## config.mk

```make
export PLATFORM = sky130hd
export DESIGN_NAME = uart_rx_frame
export DESIGN_NICKNAME = d
export VERILOG_FILES = /design/src/rtl/uart_pkg.sv /design/src/rtl/uart_sync2.sv /design/src/rtl/uart_rx_frame.sv
export SDC_FILE = /design/constraint.sdc
export NUM_CORES = 1
export LEC_CHECK = 0
export CAP_MARGIN = 10
export CORE_AREA = 8 8 50 82
export CTS_CLUSTER_SIZE = 25
export DETAILED_ROUTE_END_ITERATION = 8
export DIE_AREA = 0 0 58 90
export HOLD_SLACK_MARGIN = 0.06
export PLACE_DENSITY = 0.86
export SLEW_MARGIN = 10
export SYNTH_ARGS = -nofsm -noshare
export SYNTH_HDL_FRONTEND = slang
export SYNTH_SLANG_ARGS = --single-unit
```

## constraint.sdc

```tcl
create_clock -name clk -period 2.4 [get_ports clk]
set_input_delay 0.48 -clock clk [delete_from_list [all_inputs] [get_ports clk]]
set_output_delay 0.48 -clock clk [all_outputs]
set_load 0.05 [all_outputs]
```

## src/rtl/uart_pkg.sv

```systemverilog
// Shared types and helpers for the UART receive framer.
package uart_pkg;

  typedef enum logic [2:0] {
    ST_IDLE,
    ST_START,
    ST_DATA,
    ST_PARITY,
    ST_STOP,
    ST_BREAK
  } state_e;

  localparam int DEF_DATA_BITS  = 8;
  localparam int DEF_OVERSAMPLE = 16;

  // Expected parity bit for a zero-extended payload of up to 9 bits.
  function automatic logic par_calc(input logic [8:0] data, input logic odd);
    return (^data) ^ odd;
  endfunction

endpackage

```

## src/rtl/uart_sync2.sv

```systemverilog
// Two-flop synchroniser for an asynchronous single-bit input.
module uart_sync2 #(
  parameter logic RST_VAL = 1'b0
) (
  input  logic clk,
  input  logic reset,
  input  logic d,
  output logic q
);

  logic [1:0] sync_q, sync_d;

  always_comb sync_d = {sync_q[0], d};

  always_ff @(posedge clk or posedge reset) begin
    if (reset) sync_q <= {2{RST_VAL}};
    else       sync_q <= sync_d;
  end

  assign q = sync_q[1];

endmodule

```

## src/rtl/uart_rx_frame.sv

```systemverilog
// UART receive framer: validates start, deserialises LSB-first, checks stop.
// Define UART_RX_PARITY_EN to insert a parity bit between data and stop.
module uart_rx_frame
  import uart_pkg::*;
#(
  parameter int DATA_BITS  = DEF_DATA_BITS,
  parameter int OVERSAMPLE = DEF_OVERSAMPLE,
  parameter int PARITY_ODD = 0
) (
  input  logic                 clk,
  input  logic                 reset,
  input  logic                 baud_tick,
  input  logic                 rx_in,
  input  logic                 strt_bit,
  output logic                 start,
  output logic [DATA_BITS-1:0] rx_data,
  output logic                 rx_valid,
  output logic                 frame_err,
  output logic                 parity_err,
  output logic                 busy
);

  localparam int TW = $clog2(OVERSAMPLE);
  localparam int BW = $clog2(DATA_BITS + 1);
  localparam logic [TW-1:0] TICK_MID = TW'(OVERSAMPLE / 2 - 1);
  localparam logic [TW-1:0] TICK_END = TW'(OVERSAMPLE - 1);
  localparam logic [BW-1:0] LAST_BIT = BW'(DATA_BITS - 1);

  logic rx_s, st_s;

  uart_sync2 #(.RST_VAL(1'b1)) u_sync_rx (.clk(clk), .reset(reset), .d(rx_in),    .q(rx_s));
  uart_sync2 #(.RST_VAL(1'b0)) u_sync_st (.clk(clk), .reset(reset), .d(strt_bit), .q(st_s));

  state_e               state_q, state_d;
  logic [TW-1:0]        tick_q, tick_d;
  logic [BW-1:0]        bit_q, bit_d;
  logic [DATA_BITS-1:0] sh_q, sh_d;
  logic [DATA_BITS-1:0] data_q, data_d;
  logic                 pm_q, pm_d;
  logic                 valid_q, valid_d;
  logic                 ferr_q, ferr_d;
  logic                 perr_q, perr_d;

  always_comb begin
    state_d = state_q;
    tick_d  = tick_q;
    bit_d   = bit_q;
    sh_d    = sh_q;
    data_d  = data_q;
    pm_d    = pm_q;
    valid_d = 1'b0;
    ferr_d  = 1'b0;
    perr_d  = 1'b0;
    unique case (state_q)
      ST_IDLE: begin
        // A flag still high from the previous frame is ignored while the line idles.
        if (st_s && !rx_s) begin
          tick_d  = '0;
          state_d = ST_START;
        end
      end
      ST_START: begin
        if (baud_tick) begin
          if (tick_q == TICK_MID) begin
            if (rx_s) begin
              state_d = ST_IDLE;
            end else begin
              tick_d  = '0;
              bit_d   = '0;
              pm_d    = 1'b0;
              state_d = ST_DATA;
            end
          end else begin
            tick_d = tick_q + 1'b1;
          end
        end
      end
      ST_DATA: begin
        if (baud_tick) begin
          if (tick_q == TICK_END) begin
            tick_d = '0;
            sh_d   = {rx_s, sh_q[DATA_BITS-1:1]};
            bit_d  = bit_q + 1'b1;
            if (bit_q == LAST_BIT) begin
`ifdef UART_RX_PARITY_EN
              state_d = ST_PARITY;
`else
              state_d = ST_STOP;
`endif
            end
          end else begin
            tick_d = tick_q + 1'b1;
          end
        end
      end
`ifdef UART_RX_PARITY_EN
      ST_PARITY: begin
        if (baud_tick) begin
          if (tick_q == TICK_END) begin
            tick_d  = '0;
            pm_d    = (rx_s != par_calc(9'(sh_q), PARITY_ODD[0]));
            state_d = ST_STOP;
          end else begin
            tick_d = tick_q + 1'b1;
          end
        end
      end
`endif
      ST_STOP: begin
        if (baud_tick) begin
          if (tick_q == TICK_END) begin
            tick_d = '0;
            if (!rx_s) begin
              ferr_d  = 1'b1;
              state_d = ST_BREAK;
            end else if (pm_q) begin
              perr_d  = 1'b1;
              state_d = ST_IDLE;
            end else begin
              data_d  = sh_q;
              valid_d = 1'b1;
              state_d = ST_IDLE;
            end
          end else begin
            tick_d = tick_q + 1'b1;
          end
        end
      end
      ST_BREAK: begin
        if (rx_s) state_d = ST_IDLE;
      end
      default: state_d = ST_IDLE;
    endcase
  end

  always_ff @(posedge clk or posedge reset) begin
    if (reset) begin
      state_q <= ST_IDLE;
      tick_q  <= '0;
      bit_q   <= '0;
      sh_q    <= '0;
      data_q  <= '0;
      pm_q    <= 1'b0;
      valid_q <= 1'b0;
      ferr_q  <= 1'b0;
      perr_q  <= 1'b0;
    end else begin
      state_q <= state_d;
      tick_q  <= tick_d;
      bit_q   <= bit_d;
      sh_q    <= sh_d;
      data_q  <= data_d;
      pm_q    <= pm_d;
      valid_q <= valid_d;
      ferr_q  <= ferr_d;
      perr_q  <= perr_d;
    end
  end

`ifndef UART_RX_PARITY_EN
  logic unused_par;
  assign unused_par = PARITY_ODD[0];
`endif

  assign start      = (state_q == ST_IDLE);
  assign busy       = (state_q != ST_IDLE);
  assign rx_data    = data_q;
  assign rx_valid   = valid_q;
  assign frame_err  = ferr_q;
  assign parity_err = perr_q;

endmodule

```

# After elaboration in Yosys (flattened, before gate mapping)
# Cells that the tools add are included.
# totals
wordCells	74
register_bits	33
inputBits	5
# op_classes
n_mux	32
n_addsub	2
reduce_logical	12
eq_ne	19
# op_table
operator	count
$mux 4	10
$mux 3	10
$ne 2x2->1 const B	8
$pmux 3 s5	1
$pmux 4 s3	1
$reduce_and 9->1	1
$add 4x1->4 const B	2
$eq 4x3->1 const B	2
$mux 1	8
$pmux 4 s2	1
$eq 3x3->1 const B	2
$ne 2x1->1 const B	3
$reduce_and 6->1	1
$reduce_bool 3->1	2
$reduce_and 5->1	1
$eq 4x4->1 const B	1
$reduce_and 4->1	1
$eq 3x1->1 const B	1
$eq 3x2->1 const B	1
$logic_not 3->1	1
$ne 3x3->1 const B	1
$reduce_and 3->1	1
$mux 2	1
$reduce_bool 2->1	1
3 further kinds	3

# Logic depth before layout (Yosys ltp)
# depth
depth_word	5
ltp_mapped	6
ltp_nobuf	6

# Hierarchy
# From an unflattened synthesis, not the netlist that was laid out.
# unflattened
hier_cells	135
hier_area_um2	1569.0
# modules_own_cells
mod	seq_area_each_um2	instances	cells_each	area_per_inst_um2
uart_rx_frame	725.7	1	129	1458.9
uart_sync2 (u_sync_rx)	52.6	1	3	56.3
uart_sync2 (u_sync_st)	50.0	1	3	53.8

# Worst setup path after synthesis
# OpenSTA, ideal clock, no wires.
# synth_path
path_kind	reg2out
start	register state_q[2]
end	output port start
n_path_buf	1
stages_incl_launch_ff	5
arrival_time_ns	1.457
path_slack_ns	0.463
path_cell_list	dfrtp_1 > buf_4 > nor2_1 > nand2_1 > inv_1
# synth_between
elab_chain_len	1
# synth_rtl
element	line	rtl
from (decl)	uart_rx_frame.sv:34	state_e state_q, state_d;
from (signal assigned)	uart_rx_frame.sv:148	state_q <= state_d;
$logic_not 3->1	uart_rx_frame.sv:165	assign start = (state_q == ST_IDLE);
to (decl)	uart_rx_frame.sv:15	output logic start,
# Every way passes these cells.

# Worst setup path in the final report
# layout_path
start	input port baud_tick
end	register state_q[2]
# layout_between
elab_chain_len	2
elab_cells_between_ends	4
classes_between	eq/ne (3); reduce/logical (1)
# layout_rtl
element	line	rtl
from (decl)	uart_rx_frame.sv:12	input logic baud_tick,
$ne 2x2->1 (no line)	--	
$reduce_and 9->1 (no line) *	--	
# Mark *: on every way between the ends. The rest lies on a longest branch, timed or not.
# A chain may end at the register's enable or synchronous reset.

==> metrics.csv <==
stage,metric,value,unit
timing,fin_crit,2.14,ns
yosys,synth_top_cell_by_area,dfrtp_1,
power,p_sw,0.000696,W
timing,hold_viol,0,
power,seqPwrFrac,0.402,
power,p_int,0.00109,W
timing,setup_viol,0,
global_route,use_met3,0.0385,
worst_setup_path,critPathMaxFanout,4,
cts,numCtsBuffers,5,
global_route,grt-busiest-layer,met2,
yosys,yosys-top-cells-count,"dfrtp_1, mux2_2, a21oi_1, inv_1",
yosys,yosysWarnings,0,
timing,worstMarginPinSlew,0.513,ns
worst_setup_path,worstPathRequired,2.57,ns
global_route,grt_pass1_vias,1153,
cts,htree_levels,2,
yosys,synth_area_leaders,"dfrtp_1, mux2_2, dfstp_2",
cts,cts_resized,0,
yosys,async_reset_ff_frac,1.00,
detailed_routing,vias_per_cell,5.90,
yosys,ys_ff_latch,33,
detailed_routing,drcViolationCount,0,
global_route,met1_usage,0.129,
global_route,grt_util_met2,0.222,
detailed_routing,drt_pre_antenna_iters,4,
power,p_per_area,982,mW/mm2
placement,place_congestion,0.835,
placement,placedInstanceArea,0.00174,mm2
power,vdd_drop_max,0.646,mV
floorplanning,fp.dieW,58,um
placement,dp_hpwl,2250,um
worst_setup_path,worstPathArrival,2.32,ns
layout,layout.cells.non_filler,182,
yosys,synth.distinct_cells,44,
placement,io_buffers,16,
global_route,grt_pass1_wl,5220,um
cts,cts_root_buffer,clkbuf_8,
floorplanning,start_util,0.508,
power,p_clk_frac,0.224,
yosys,synth_ff_type,dfrtp_1,
floorplanning,dieArea,0.00522,mm2
cts,hold_buffers,0,
yosys,synth_most_common_cell,dfrtp_1,
yosys,synth-seq-area-share,0.536,
cts,post_cts_buffers,0,
yosys,postSynthCellCount,129,
power,p_leak,0.833,nW
layout,fin_area,0.00182,mm2
cts,cts.clk_slew.worst_paths,0.07,ns
floorplanning,core_area,0.00304,mm2
worst_setup_path,end_kind,flop,
detailed_routing,avgRoutedWirePerCell,16.9,um
detailed_routing,drtAntennaViolNets,0,
job,max-cap-violations,0,
status,status,"finished, final reports clean",
yosys,synth_top_cell_area_share,0.502,
power,p_comb_frac,0.374,
yosys,synthesis.nets,136,
layout,area_delta_synth_final,17.9,%
worst_setup_path,path_class,in2reg,
cts,clkSinkCount,33,
cts,cts_tree,built,
layout,drive_gt1_frac,0.268,
global_route,overflow,0,
detailed_routing,drtIter0Drc,33,
floorplanning,ios,18,
timing,maxSlewViolCount,0,
detailed_routing,via_count,1073,
global_route,grt_max_degree,34,
layout,final_nets,159,
timing,tns,0,ns
floorplanning,die-height,90,um
yosys,mappedNetlistArea,0.00155,mm2
layout,fillCellCount,259,
timing,period_share,0.893,
timing,hold_slack,0.349,ns
placement,dp_cells,174,
timing,fin_worst_skew,0.00756,ns
detailed_routing,totalWireLength,3080,um
layout,num_antenna_cells,0,
cts,clock_path_buffers,2,
yosys,syn_area_per_cell,12.0,um2
power,p_sw_frac,0.389,
timing,slew_headroom,0.657,
floorplanning,rows,27,
cts,clk_latency,0.29,ns
yosys,synth_edf_count,0,
timing,fmax,466,MHz
worst_hold_path,hp-class,reg2reg,
global_route,grt_antenna_before_repair,0,
global_route,grt.total_usage,0.127,
worst_setup_path,startpoint_type,primary input,
timing,rsz0062_at_grt,no,
==> power groups by stage <==
| stage | combinational, W | sequential (W) | clock (W) |
|---|---|---|---|
| 4_1_cts | 0.000672 | 0.000717 | 0.000415 |
| 3_3_place_gp | 0.000639 | 0.000721 | 0 |
| 3_5_place_dp | 0.000668 | 0.000728 | 0 |
| 5_1_grt | 0.000729 | 0.000735 | 0.000432 |
| 2_1_floorplan | 0.000550 | 0.000658 | 0 |
| 6_report | 0.000669 | 0.000719 | 0.000400 |
==> worst paths after layout <==
kind                                               start                       endpoint  slack (ns)  cells after the start
max                                            baud_tick         state_q[2]$_DFFE_PP0P_        0.26                      6
min                        u_sync_st.sync_q[0]$_DFF_PP0_  u_sync_st.sync_q[1]$_DFF_PP0_        0.35                      0
max reg2reg                       state_q[1]$_DFFE_PP0P_         state_q[2]$_DFFE_PP0P_        0.27                      5
min reg2reg                u_sync_st.sync_q[0]$_DFF_PP0_  u_sync_st.sync_q[1]$_DFF_PP0_        0.35                      0
max in group asynchronous                          reset  u_sync_rx.sync_q[1]$_DFF_PP1_        1.50                      3
min in group asynchronous                          reset         state_q[1]$_DFFE_PP0P_        0.58                      3
==> metrics by stage <==
stage,total power (W),utilization,setup WS (ns)
CTS,0.00180,0.599,0.292
global route,0.00190,0.599,0.136
detailed placement,0.00140,0.571,-0.0122
finish,0.00179,0.599,0.256
floorplan,0.00121,-,0.463
global placement,0.00136,0.571,0.0647
==> placed cells by master, fill, tap and decap left out, types with 2 or more instances in the layout <==
cell and instances:
dfrtp_1 31, mux2_2 17, clkdlybuf4s50_1 14, a21oi_1 10, inv_1 8, buf_4 7, nor2_1 5, nand2_1 5
o21ai_0 5, clkbuf_8 5, nand3_1 3, nor3_1 3, nor4b_1 2, mux2i_1 2, a31oi_1 2, ha_1 2
clkinv_2 2, dfstp_2 2
==> flip-flops by register name, indices dropped and copies added (netlist names) <==
signal and cells:
rx_data 8, frame_err 1, rx_valid 1, tick_q 4
state_q 3, sh_q 8, u_sync_st.sync_q 2, u_sync_rx.sync_q 2
bit_q 4
==> worst max-delay path, stage by stage <==
cell and delay, ns:
clkdlybuf4s50_1 0.53, nor4b_1 0.07, or2_0 0.26, or2_1 0.27
or4_1 0.50, a22o_1 0.20
==> routing by layer <==
metal | up-vias | wire (um)
li1 | 510 | -
met1 | 532 | 1200
met5 | - | 0
met3 | 8 | 126
met2 | 23 | 1690
met4 | 0 | 65
==> cell type report <==
| cell class | count | area (um2) | area share |
|---|---|---|---|
| Timing Repair Buffer | 21 | 193 | 0.106 |
| Sequential cell | 33 | 828 | 0.455 |
| Inverter | 8 | 30.0 | 0.0165 |
| Clock inverter | 3 | 17.5 | 0.00962 |
| Tap cell | 29 | 36.3 | 0.0199 |
| Clock buffer | 5 | 68.8 | 0.0378 |
| Multi-Input combinational cell | 83 | 648 | 0.356 |
==> kinds of logic after synthesis <==
logic type      Yosys count  synth area share
flops                    33             0.536
simple gates             32             0.138
compound gates           28             0.120
mux                      19             0.137
buf+inv                  13            0.0445
fa+ha+maj                 2            0.0162
other cells               1           0.00243
xor+xnor                  1           0.00567
(Power assumes the default switching activity.)
